==> src/rtl/tick_scheduler_pkg.sv <==
// rtl/tick_scheduler_pkg.sv - shared types, defaults and rotate-priority pick for tick_scheduler
package tick_scheduler_pkg;

    localparam int DEF_NUM_CH = 4;
    localparam int DEF_DIV_W  = 8;
    localparam int MAX_CH     = 16;
    localparam int MAX_CH_W   = 4;

    typedef enum logic [0:0] {
        ST_IDLE  = 1'b0,
        ST_OFFER = 1'b1
    } arb_state_e;

    // First set bit of req strictly after ptr, wrapping within n channels; one-hot result.
    function automatic logic [MAX_CH-1:0] rr_next(
        input logic [MAX_CH-1:0]   req,
        input logic [MAX_CH_W-1:0] ptr,
        input int                  n
    );
        logic [MAX_CH-1:0] gnt;
        logic              found;
        int                idx;
        gnt   = '0;
        found = 1'b0;
        idx   = 0;
        for (int k = 1; k <= MAX_CH; k++) begin
            idx = (int'(ptr) + k) % n;
            if ((k <= n) && !found && req[idx[MAX_CH_W-1:0]]) begin
                gnt[idx[MAX_CH_W-1:0]] = 1'b1;
                found                  = 1'b1;
            end
        end
        return gnt;
    endfunction

endpackage

==> src/rtl/tick_scheduler_rr_arbiter.sv <==
// rtl/tick_scheduler_rr_arbiter.sv - combinational round-robin pick; pointer register lives in the parent
module tick_scheduler_rr_arbiter
    import tick_scheduler_pkg::*;
#(
    parameter int NUM_CH = DEF_NUM_CH,
    parameter int CH_W   = $clog2(NUM_CH)
) (
    input  logic [NUM_CH-1:0] req,
    input  logic [CH_W-1:0]   ptr,
    output logic [NUM_CH-1:0] gnt,
    output logic [CH_W-1:0]   gnt_idx,
    output logic              gnt_any
);

    logic [MAX_CH-1:0]   req_ext;
    logic [MAX_CH_W-1:0] ptr_ext;
    logic [MAX_CH-1:0]   gnt_ext;
    logic                unused_gnt_ext;

    always_comb begin
        req_ext              = '0;
        req_ext[NUM_CH-1:0]  = req;
        ptr_ext              = '0;
        ptr_ext[CH_W-1:0]    = ptr;
        gnt_ext              = rr_next(req_ext, ptr_ext, NUM_CH);
        gnt                  = gnt_ext[NUM_CH-1:0];
        gnt_any              = |req;
        gnt_idx              = '0;
        for (int i = 0; i < NUM_CH; i++) begin
            if (gnt_ext[i]) begin
                gnt_idx = i[CH_W-1:0];
            end
        end
    end

    assign unused_gnt_ext = |gnt_ext;

endmodule

==> src/rtl/tick_scheduler.sv <==
// rtl/tick_scheduler.sv - per-channel tick dividers with round-robin grant; overrun via TICK_SCHEDULER_OVERRUN_EN
module tick_scheduler
    import tick_scheduler_pkg::*;
#(
    parameter  int NUM_CH = DEF_NUM_CH,
    parameter  int DIV_W  = DEF_DIV_W,
    localparam int CH_W   = $clog2(NUM_CH)
) (
    input  logic              clk,
    input  logic              rst_n,
    input  logic              tick_in,
    input  logic [NUM_CH-1:0] ch_en,
    input  logic              cfg_we,
    input  logic [CH_W-1:0]   cfg_ch,
    input  logic [DIV_W-1:0]  cfg_div,
    output logic              grant_valid,
    output logic [NUM_CH-1:0] grant,
    input  logic              grant_ready,
    output logic [NUM_CH-1:0] overrun,
    input  logic              overrun_clr
);

    logic [DIV_W-1:0]  div_q [NUM_CH];
    logic [DIV_W-1:0]  div_d [NUM_CH];
    logic [DIV_W-1:0]  cnt_q [NUM_CH];
    logic [DIV_W-1:0]  cnt_d [NUM_CH];
    logic [NUM_CH-1:0] pending_q, pending_d;
    logic [NUM_CH-1:0] expire;
    logic [NUM_CH-1:0] cfg_hit;
    logic [NUM_CH-1:0] accepted;
    logic              accept;

    arb_state_e        state_q, state_d;
    logic [NUM_CH-1:0] grant_q, grant_d;
    logic [CH_W-1:0]   grant_idx_q, grant_idx_d;
    logic              grant_valid_q, grant_valid_d;
    logic [CH_W-1:0]   rr_q, rr_d;

    logic [NUM_CH-1:0] arb_req;
    logic [CH_W-1:0]   arb_ptr;
    logic [NUM_CH-1:0] arb_gnt;
    logic [CH_W-1:0]   arb_idx;
    logic              arb_any;

    assign accept   = grant_valid_q & grant_ready;
    assign accepted = {NUM_CH{accept}} & grant_q;

    // A config write takes the whole edge for its channel, suppressing any expiry there.
    always_comb begin
        for (int i = 0; i < NUM_CH; i++) begin
            cfg_hit[i] = cfg_we && (int'(cfg_ch) == i);
            expire[i]  = 1'b0;
            div_d[i]   = div_q[i];
            cnt_d[i]   = cnt_q[i];
            if (cfg_hit[i]) begin
                div_d[i] = cfg_div;
                cnt_d[i] = cfg_div;
            end else if (!ch_en[i]) begin
                cnt_d[i] = div_q[i];
            end else if (tick_in) begin
                if (cnt_q[i] == '0) begin
                    cnt_d[i]  = div_q[i];
                    expire[i] = 1'b1;
                end else begin
                    cnt_d[i] = cnt_q[i] - DIV_W'(1);
                end
            end
        end
    end

    // A disabled channel keeps its pending bit only while it is the one on offer.
    always_comb begin
        for (int i = 0; i < NUM_CH; i++) begin
            pending_d[i] = pending_q[i];
            if (expire[i]) begin
                pending_d[i] = 1'b1;
            end else if (accepted[i]) begin
                pending_d[i] = 1'b0;
            end else if (!ch_en[i] && !(grant_valid_q && grant_q[i])) begin
                pending_d[i] = 1'b0;
            end
        end
    end

    always_comb begin
        arb_req = pending_q;
        arb_ptr = rr_q;
        if (state_q == ST_OFFER) begin
            arb_req = pending_q & ~grant_q;
            arb_ptr = grant_idx_q;
        end
    end

    tick_scheduler_rr_arbiter #(
        .NUM_CH (NUM_CH),
        .CH_W   (CH_W)
    ) u_rr_arbiter (
        .req     (arb_req),
        .ptr     (arb_ptr),
        .gnt     (arb_gnt),
        .gnt_idx (arb_idx),
        .gnt_any (arb_any)
    );

    always_comb begin
        state_d       = state_q;
        grant_d       = grant_q;
        grant_idx_d   = grant_idx_q;
        grant_valid_d = grant_valid_q;
        rr_d          = rr_q;
        case (state_q)
            ST_IDLE: begin
                if (arb_any) begin
                    grant_d       = arb_gnt;
                    grant_idx_d   = arb_idx;
                    grant_valid_d = 1'b1;
                    state_d       = ST_OFFER;
                end
            end
            ST_OFFER: begin
                if (accept) begin
                    rr_d = grant_idx_q;
                    if (arb_any) begin
                        grant_d     = arb_gnt;
                        grant_idx_d = arb_idx;
                    end else begin
                        grant_d       = '0;
                        grant_valid_d = 1'b0;
                        state_d       = ST_IDLE;
                    end
                end
            end
            default: begin
                state_d       = ST_IDLE;
                grant_d       = '0;
                grant_valid_d = 1'b0;
            end
        endcase
    end

    always_ff @(posedge clk or negedge rst_n) begin
        if (!rst_n) begin
            for (int i = 0; i < NUM_CH; i++) begin
                div_q[i] <= '0;
                cnt_q[i] <= '0;
            end
            pending_q     <= '0;
            state_q       <= ST_IDLE;
            grant_q       <= '0;
            grant_idx_q   <= '0;
            grant_valid_q <= 1'b0;
            rr_q          <= CH_W'(NUM_CH - 1);
        end else begin
            for (int i = 0; i < NUM_CH; i++) begin
                div_q[i] <= div_d[i];
                cnt_q[i] <= cnt_d[i];
            end
            pending_q     <= pending_d;
            state_q       <= state_d;
            grant_q       <= grant_d;
            grant_idx_q   <= grant_idx_d;
            grant_valid_q <= grant_valid_d;
            rr_q          <= rr_d;
        end
    end

    assign grant_valid = grant_valid_q;
    assign grant       = grant_q;

`ifdef TICK_SCHEDULER_OVERRUN_EN
    logic [NUM_CH-1:0] overrun_q, overrun_d;

    // A fresh overrun beats a simultaneous clear.
    always_comb begin
        overrun_d = overrun_clr ? '0 : overrun_q;
        overrun_d = overrun_d | (expire & pending_q & ~accepted);
    end

    always_ff @(posedge clk or negedge rst_n) begin
        if (!rst_n) begin
            overrun_q <= '0;
        end else begin
            overrun_q <= overrun_d;
        end
    end

    assign overrun = overrun_q;
`else
    logic unused_overrun_clr;
    assign unused_overrun_clr = overrun_clr;
    assign overrun            = '0;
`endif

endmodule
==> config.mk <==
export PLATFORM = sky130hd
export DESIGN_NAME = tick_scheduler
export DESIGN_NICKNAME = d
export VERILOG_FILES = /design/src/rtl/tick_scheduler_pkg.sv /design/src/rtl/tick_scheduler_rr_arbiter.sv /design/src/rtl/tick_scheduler.sv
export SDC_FILE = /design/constraint.sdc
export NUM_CORES = 1
export LEC_CHECK = 0
export CAP_MARGIN = 20
export CELL_PAD_IN_SITES_DETAIL_PLACEMENT = 0
export CELL_PAD_IN_SITES_GLOBAL_PLACEMENT = 1
export CORE_ASPECT_RATIO = 0.75
export CORE_UTILIZATION = 49
export CTS_BUF_LIST = sky130_fd_sc_hd__clkbuf_4 sky130_fd_sc_hd__clkbuf_8 sky130_fd_sc_hd__clkbuf_16
export CTS_CLUSTER_DIAMETER = 100
export DETAILED_ROUTE_END_ITERATION = 16
export PLACE_DENSITY_LB_ADDON = 0.1
export SYNTH_ARGS = -nofsm -noshare
export SYNTH_HDL_FRONTEND = slang
export SYNTH_SLANG_ARGS = --single-unit
==> constraint.sdc <==
create_clock -name clk -period 8.65 [get_ports clk]
set_clock_uncertainty 0.15 [all_clocks]
set_input_delay 0.865 -clock clk [delete_from_list [all_inputs] [get_ports clk]]
set_output_delay 0.865 -clock clk [all_outputs]
set_load 0.01 [all_outputs]
# ---- After elaboration in Yosys (flattened, before gate mapping)
# Index checks and enable logic that the tools add are counted.
dict set report totals {
  reg_bits 78
  inputBits 20
  word_cells 188
}
dict set report classes {
  addsub 8
  order_cmp 8
  n_eq_ne 10
  n_mux 86
  bitwise_logic 12
  reduce_logical 47
}
# op n
set ops {}
lappend ops {{two-way mux 8 bit} 16}
lappend ops {{two-way mux 1 bit} 45}
lappend ops {{zero test 8 bit} 4}
lappend ops {{two-way mux 4 bit} 8}
lappend ops {{subtractor 8 x 1 -> 8 bit (second input constant)} 4}
lappend ops {{< comparator 4 x 5 -> 1 bit (second input constant)} 4}
lappend ops {{logical AND 1 bit} 19}
lappend ops {{>= comparator 4 x 1 -> 1 bit (second input constant)} 4}
lappend ops {{binary-select mux 1 bit (select 3 bit)} 4}
lappend ops {{demux 1 bit (select 3 bit)} 4}
lappend ops {{!= test 3 x 2 -> 1 bit (second input constant)} 4}
lappend ops {{bitwise OR 4 bit} 3}
lappend ops {{nonzero test 3 bit} 4}
lappend ops {{zero test 1 bit} 11}
lappend ops {{two-way mux 2 bit} 5}
lappend ops {{bitwise AND 4 bit} 2}
lappend ops {{case mux 4 bit (2 select lines)} 1}
lappend ops {{OR reduction 2 bit} 4}
lappend ops {{!= test 2 bit (second input constant)} 3}
lappend ops {{adder 2 x 1 -> 2 bit (second input constant)} 2}
lappend ops {{adder 2 bit (second input constant)} 2}
lappend ops {{bitwise AND 1 bit (first input constant)} 4}
lappend ops {{equality test 2 bit (second input constant)} 2}
lappend ops {{inverter 4 bit} 1}
lappend ops {{other kinds (9)} 11}

# ---- Logic depth before layout (Yosys ltp)
# Gate-level depths: netlist of the first run.
dict set report logic_depth {
  ltp_word 22
  depth_mapped 9
  mapped_depth_nobuf 8
}

# ---- Modules after synthesis
# A second synthesis of the first run with hierarchy kept.
dict set report unflattened {
  hier_cells 538
  area_unflattened_um2 4710.8
}
# module n_inst cells_each area_each_um2 seq_area_each_um2
set modules_own_cells {}
lappend modules_own_cells {tick_scheduler 1 501 4349.2 1954.4}
lappend modules_own_cells {tick_scheduler_rr_arbiter 1 37 361.6 0.0}

# ---- Worst setup path after synthesis of the first run
# No wires, ideal clock.
dict set report synth_path {
  kind {register -> register}
  from {register state_q}
  to {register grant_idx_q[0]}
  setup_time_ns 0.126
  t_arrival_ns 2.531
  required_ns 8.374
  setup_slack_ns 5.843
  stages_incl_launch_ff 9
  n_path_buf 1
  period_less_slack_ns 2.807
  cell_sequence {dfrtp_1 > buf_6 > mux2i_2 > ha_1 > mux4_1 > and2_1 > a31oi_1 > a31oi_1 > a221o_1}
}
dict set report synth_between {
  elab_chain_cells 22
  word_cells_on_any_way 67
  classes_between {4 x add/sub; 8 x order compare; 1 x eq/ne; 31 x mux; 8 x bitwise; 15 x reduce/logical}
}
# item line_no
set synth_rtl {}
lappend synth_rtl {{start: declaration} tick_scheduler.sv:33} ;# arb_state_e state_q, state_d;
lappend synth_rtl {{start signal: assignment} tick_scheduler.sv:159} ;# state_q <= state_d;
lappend synth_rtl {{branches (longest 22 deep; another with < comparator 4 x 5 -> 1 bit)} --}
lappend synth_rtl {{end signal: assignment} tick_scheduler.sv:161} ;# grant_idx_q <= grant_idx_d;
lappend synth_rtl {{end: declaration} tick_scheduler.sv:35} ;# logic [CH_W-1:0] grant_idx_q, grant_idx_d;
# Parallel ways; which one is timed is not known. The select of a mux whose other input is x is not followed.
# A chain may end at the register's enable or synchronous reset.

# ---- Final worst setup path of the first run
# Ends and elaborated chain as after synthesis.

==> parameters.txt, run 1 <==
Parameter                              Value

Outcome
  Run status ... finished, final reports clean

Worst setup path
  Worst reg2reg setup slack ... 5170 ps
  Worst EP arrival ... 3540 ps
  Largest delay contributor family on the critical path ... multiplexers
  Worst path max stage delay ... 740 ps
  Worst path required time ... 8720 ps
  Library cell contributing the largest single delay on the critical path ... mux2i_2
  Count of buffer and inverter cells on the critical path ... 0
  Reg-to-reg startpoint ... state_q$_DFF_PN0_
  Kind of start point of the critical path ... register
  Cells on worst reg2reg path ... 7
  Largest fanout on the critical path ... 15
  Crit end category ... register
  Critical path, cell by cell ... mux2i_2 > ha_1 > mux4_1 > and2_1 > a31oi_1 > a31oi_1 > a221o_1
  Cell seen most often among critical-path stages ... a31oi_1
  Critical path class ... register to register
  RR Endpoint ... grant_idx_q[0]$_DFFE_PN0P_

Clock network
  Clock network latency to the later pin of the worst-skew pair ... between 300 and 400 ps
  Number of levels the H-tree was split into ... 3
  Cells resized by post-CTS repair ... 0
  Setup Fix Bufs, Post-CTS ... 0
  Inserted Clock Buffers ... 9
  Hold buffers post-CTS ... 0
  Clock input transition at the sequential cells of the worst setup and hold paths ... 60 ps
  Clock tree from TritonCTS ... yes
  Root buffer selected by CTS ... clkbuf_16
  Clock Path Buffers ... 2
  Count of clock tree sinks ... 78

Power and ir drop
  Total power of the final layout ... 0.00133 W
  Part of the power in registers ... roughly two fifths
  Share of total power in the clock network ... 25.8%
  Comb pwr share ... 32.3%
  Pint ... 0.000861 W
  Worst VDD drop ... ~0.14 mV
  Total leakage power ... roughly 2.4 nW
  Switching power summed over all nets ... 0.000473 W
  Pwr dens ... ~250 nW/um^2
  Switching fraction of total power ... 35.5%

Timing
  Final setup TNS ... 0 ps
  Min cycle time layout ... 3480 ps
  Final-report hold violation count ... 0
  Total setup violations reported at the end of the flow ... 0
  Post-route worst hold slack ... between 150 and 200 ps
  Relative slew margins ... between 30% and 40%
  Tcrit/Tclk final ... 40.2%
  Slew at the pin closest to its max-slew limit ... 991 ps
  Upper clock frequency limit ... 0.288 GHz
  Number of pins exceeding their max-slew limit in the final report ... 0
  Unrepaired setup endpoints after global routing ... false

Final layout
  Register area ... 1950 um^2
  Count of filler cells inserted in the layout ... approximately 840
  Leading cell types in the layout, fill and taps excluded ... nand2_1 (150), dfrtp_1 (76), nor2_1 (38)
  Ratio of cells with drive above 1 in the final layout ... 8.16%
  Total area of multi-input combinational cells ... 2570 um^2
  Most common cell after layout, fill and taps aside ... nand2_1
  Diode insertion count for antenna repair ... 0
  Final Net Count ... a little under 600
  Area growth from synthesis to layout ... 12.5%

Logic synthesis
  Synth Cell Area ... 4700 um^2
  Synthesized area per cell ... ~8.6 um^2
  Gate count after technology mapping ... 545
  Largest area contributor in the synthesized netlist ... dfrtp_1
  Fraction of registers with async set or reset after synthesis ... 100%
  Number of enable-type register cells in the synthesized netlist ... 0
  Predominant post-synthesis flop cell ... dfrtp_1
  Share of the synthesized area in the top cell type ... between 40% and 50%
  Number of distinct library cells after synthesis ... 66
  Number of flip-flops and latches in the synthesized netlist ... 78
  Sequential-to-total area share from yosys stat ... 41.6%
  Warnings from Yosys ... 0
  Top cells by area, synth ... dfrtp_1 (40%), nand2_1 (12%), ha_1 (4.3%), o21ai_0 (3.6%), a31oi_1 (3.2%)

Floorplanning
  DIE AREA ... 9990 um^2
  Total number of placement rows ... 30
  Initial core utilization ... about half
  Die extent in x ... between 100 and 150 um
  Core area ... 9200 um^2
  Die H ... 86.8 um
  Top-Level Pins ... 29

Route
  Post-detailed-routing wire length ... 11200 um
  Avg WL per Cell ... 16.2 um
  DRC errors left ... 0
  ANT nets after route ... 0
  First-pass detailed-route iteration total ... 5
  Count of vias placed by the detailed router ... 3873
  DRT iter0 DRCs ... 286
  Via density ... 5.60

GRT
  Antenna violations before repair ... 0
  Leftover overflow at the end of global routing ... 0
  Vias in the first global route ... 3543
  Maximum number of pins on one net before global-route repair ... 79
  First-pass GRT wire length ... around 18000 um
  Overall global routing resource usage ... 24.2%

Place
  IO buf count ... 23
  Placed wire-length estimate ... 7630 um
  Routability congestion estimate ... about 0.9

Hold path
  Hold Crit Class ... input port to async pin

Run
  Max Cap Violations ... 0
-- stage by stage --
stage | instance area (um^2) | setup WS, ps | instances | utilization (%)
after floorplan | 4710 | 5840 | 548 | -
after global placement | 4990 | 4970 | 677 | 54.3
after detailed placement | 4990 | 4950 | 677 | 54.3
after CTS | 5260 | 5200 | 691 | 57.2
after global routing | 5290 | 5000 | 692 | 57.5
final | 5290 | 5170 | 692 | 57.5
-- synthesized netlist by cell type, drive strengths merged, types with 3 or more instances --
cell type,count
xor2,6
o311ai,3
a21bo,4
ha,16
nand3b,3
a21oi,10
nor3,9
nand4,4
nand2,150
a21boi,5
a31oi,24
mux2i,9
buf,12
nand3,9
and2,3
dfrtp,76
a22o,5
mux4,3
or4,3
clkbuf,14
nor2,38
o22ai,3
or3,3
o21ai,41
inv,14
or2,4
nand2b,8
xnor2,12
nor4,7
o211ai,10
mux2,6
a2111oi,3
o21a,3
-- how the worst max path moves through the flow --
stage	start	end	slack (ps)	depth (start not counted)
2_1_floorplan	state_q$_DFF_PN0_	grant_idx_q[0]$_DFFE_PN0P_	5840	8
3_3_place_gp	cfg_ch[0]	cnt_q[22]$_DFFE_PN0P_	4970	6
3_5_place_dp	cfg_ch[0]	cnt_q[22]$_DFFE_PN0P_	4950	6
4_1_cts	state_q$_DFF_PN0_	grant_idx_q[0]$_DFFE_PN0P_	5200	7
5_1_grt	state_q$_DFF_PN0_	grant_idx_q[0]$_DFFE_PN0P_	5000	7
6_report	state_q$_DFF_PN0_	grant_idx_q[0]$_DFFE_PN0P_	5170	7
-- power by group through the flow --
stage	registers (W)	logic, W	clock network (W)
CTS	0.000558	0.000431	0.000354
global route	0.000574	0.000489	0.000365
finish	0.000559	0.000431	0.000344
detailed placement	0.000563	0.000427	0
floorplan	0.000530	0.000343	0
global placement	0.000557	0.000419	0
-- worst reg2reg max path, cell delays in order (launching register included) --
cell and delay (ps):
dfrtp_1 700, mux2i_2 740, ha_1 320, mux4_1 620
and2_1 190, a31oi_1 190, a31oi_1 150, a221o_1 310
-- cell type report --
cell class              count  area share (%)
clock inverters             2           0.189
well taps                 128            3.03
repair buffers             28            5.40
multi-input cells         430            48.6
inverters                  14           0.994
clock buffers              12            4.80
flip-flops and latches     78            37.0
-- registers in the layout, summed over array words and instances, names as in the netlist --
signal / cells
cnt_q: 32
div_q: 32
grant: 4
pending_q: 4
grant_idx_q: 2
rr_q: 2
grant_valid: 1
state_q: 1
-- cells by family after synthesis --
kind of cell	count (synthesis)	share of synthesized area, %
buffers and inverters	40	3.97
xor gates and xnor gates	18	3.35
DFF	78	41.6
other	1	0.0798
adders and majority gates	16	4.26
muxes	18	5.11
and+or+nand+nor	252	23.8
AOI/OAI and AO/OA	122	17.9
-- routing by layer --
| layer | wire length [um] | GRT usage, % |
|---|---|---|
| met1 | 5710 | 35.3 |
| met2 | 4850 | 36.0 |
| met3 | 555 | 6.15 |
| met4 | 77 | 5.90 |
| met5 | 0 | 0 |
Power figures use the tool's default switching activity.
==> inputs of run 2 (changes only) <==
Settings changed: CORE_UTILIZATION 49 to 46.
Clock period 8.65 ns to 3.2 ns, I/O delays scaled along.
==> run 2 against run 1 <==
Combinational power rose to 2.9 times the previous value. Sequential share of layout area down 0.87 points. Die area up 6.4%. Routed wire length up 1.6%. Sequential cell count unchanged. Setup slack worse by 4700 ps. First-iteration DRC count up 0.35%. Total power rose to 2.8 times the previous value. Largest power group unchanged. Highest routed layer unchanged.
==> parameters.txt, run 2 (same netlist as run 1, synthesis figures left out) <==
Parameter                              Value

Timing
  Number of pins exceeding their max-slew limit in the final report ... 0 (unchanged)
  Total setup violations reported at the end of the flow ... 0 (unchanged)
  Min cycle time layout ... 2740 ps (-738 ps)
  Slew at the pin closest to its max-slew limit ... 591 ps (-400 ps)
  Final setup TNS ... 0 ps (unchanged)
  Post-route worst hold slack ... 316 ps (+127 ps)
  Unrepaired setup endpoints after global routing ... false
  Tcrit/Tclk final ... 85.6% (+45 points)
  Relative slew margins ... 60.3% (+27 points)
  Upper clock frequency limit ... 0.365 GHz (+27%)
  Final-report hold violation count ... 0 (unchanged)

Worst setup path
  Largest fanout on the critical path ... 4 (-11)
  Kind of start point of the critical path ... register
  Worst reg2reg setup slack ... 460 ps (-4710 ps)
  Worst path max stage delay ... 660 ps (-80 ps)
  Worst EP arrival ... 2800 ps (-740 ps)
  Crit end category ... register
  Library cell contributing the largest single delay on the critical path ... mux4_1
  Cell seen most often among critical-path stages ... a31oi_1
  Count of buffer and inverter cells on the critical path ... 0 (unchanged)
  Largest delay contributor family on the critical path ... multiplexers
  Critical path, cell by cell ... mux2i_2 > ha_1 > mux4_1 > and2_1 > a31oi_1 > a31oi_1 > a221o_1
  Critical path class ... register to register
  Worst path required time ... 3260 ps (-5460 ps)

Route
  ANT nets after route ... 0 (unchanged)
  Post-detailed-routing wire length ... 11400 um (+1.6%)
  Via density ... 5.55 (-0.77%)
  DRC errors left ... 0 (unchanged)
  DRT iter0 DRCs ... 287 (+0.35%)
  First-pass detailed-route iteration total ... 4 (-1)
  Avg WL per Cell ... 16.0 um (-1.4%)
  Count of vias placed by the detailed router ... 3960 (+2.2%)

Clock network
  Root buffer selected by CTS ... clkbuf_16
  Inserted Clock Buffers ... 9 (unchanged)
  Clock tree from TritonCTS ... yes
  Clock input transition at the sequential cells of the worst setup and hold paths ... 60 ps (about the same)
  Clock Path Buffers ... 2 (unchanged)
  Count of clock tree sinks ... 78 (unchanged)
  Cells resized by post-CTS repair ... 0 (unchanged)
  Clock network latency to the later pin of the worst-skew pair ... 340 ps (about the same)
  Number of levels the H-tree was split into ... 3 (unchanged)

Final layout
  Area growth from synthesis to layout ... 15.2%
  Top flop regs ... cnt_q x32, div_q x32
  Diode insertion count for antenna repair ... 0 (unchanged)
  Ratio of cells with drive above 1 in the final layout ... 10.7% (+2.5 points)
  Final Net Count ... 612 (+2.5%)
  Most common cell after layout, fill and taps aside ... nand2_1
  Number of non-filler instances in the completed layout ... 713 (+3.0%)
  Leading cell types in the layout, fill and taps excluded ... nand2_1 (150), dfrtp_1 (76), nor2_1 (38)

Floorplanning
  Die extent in x ... 119 um (+3.1%)
  Die H ... 89.5 um (+3.1%)
  DIE AREA ... 10600 um^2 (+6.4%)
  Top-Level Pins ... 29 (unchanged)
  Initial core utilization ... 48.1% (-3.0 points)
  Core area ... 9770 um^2 (+6.3%)
  Total number of placement rows ... 31 (+3.3%)

Hold path
  Hold Crit Class ... register to register

Place
  Routability congestion estimate ... 0.814 (-11%)
  IO buf count ... 23 (unchanged)
  Placed Instances ... 695 (+2.7%)
  Placed wire-length estimate ... 7930 um (+3.9%)

Power and ir drop
  Worst VDD drop ... 0.323 mV (+130%)
  Pwr dens ... 685 nW/um^2 (+170%)
  Total leakage power ... 2.43 nW (+3.2%)

GRT
  Vias in the first global route ... 3539 (-0.11%)
  Maximum number of pins on one net before global-route repair ... 79 (unchanged)
  Leftover overflow at the end of global routing ... 0 (unchanged)
  Antenna violations before repair ... 0 (unchanged)
  Overall global routing resource usage ... 23.0% (-1.2 points)
  First-pass GRT wire length ... 18700 um (+2.0%)

Run
  Max Cap Violations ... 0 (unchanged)

Outcome
  Run status ... finished, final reports clean
## run 2: cell types whose count changed in the layout (fill, tap and decap cells not counted)
| cell | change |
|---|---|
| buf_12 | +1 |
| buf_16 | -1 |
| buf_4 | +14 |
| clkbuf_4 | +2 |
| dlygate4sd3_1 | +1 |
## run 2: layer usage
layer / track usage (%) / vias up / wire [um]
met3: 4.66 / 10 / 431
met2: 34.7 / 79 / 4980
met4: 6.21 / 0 / 108
met5: 0 / - / 0
met1: 33.7 / 1912 / 5860
li1: - / 1959 / -
## run 2: worst register-to-register path, delay by kind of cell, from the launching register on
kind	cells	cell delay [ps]
multiplexers	2	750
AO/OA/AOI/OAI	3	610
flip-flops	1	550
adder cells (fa/ha/maj)	1	370
AND/OR/NAND/NOR	1	200
## run 2: final timing paths
path                                       start                          to  cells after the start
setup / recovery             rr_q[0]$_DFFE_PN1P_  grant_idx_q[0]$_DFFE_PN0P_                      7
hold / removal             div_q[11]$_DFFE_PN0P_       div_q[11]$_DFFE_PN0P_                      2
setup reg to reg             rr_q[0]$_DFFE_PN1P_  grant_idx_q[0]$_DFFE_PN0P_                      7
hold reg to reg            div_q[11]$_DFFE_PN0P_       div_q[11]$_DFFE_PN0P_                      2
max in group asynchronous                  rst_n         rr_q[0]$_DFFE_PN1P_                      3
min in group asynchronous                  rst_n  grant_idx_q[0]$_DFFE_PN0P_                      2
## run 2: stage by stage
stage               area, um^2  worst slack, ps  utilization, %  total power, W
floorplan                 4710              393               -         0.00236
CTS                       5380              460            55.1         0.00372
global route              5410              356            55.4         0.00397
detailed placement        5100              473            52.2         0.00274
finish                    5410              462            55.4         0.00371
global placement          5100              564            52.2         0.00269
## run 2: timing repair
action,4_1_cts,5_1_grt
buffers inserted,0,0
hold buffers,0,1
hold endpoints to repair,0,36
## run 2: final cells by class
class	instances	area (um^2)
timing repair buffer	43	393
sequential	78	1950
tap	132	165
inverter	14	52.6
clock buffer	14	269
multi-input combinational	430	2570
fill	925	4360
clock inverter	2	10.0
## run 2: power breakdown
| group | internal [W] | switching, W |
|---|---|---|
| Clock | 0.000579 | 0.000390 |
| Sequential | 0.00123 | 0.000255 |
| Combinational | 0.000587 | 0.000665 |
| Total | 0.00240 | 0.00131 |
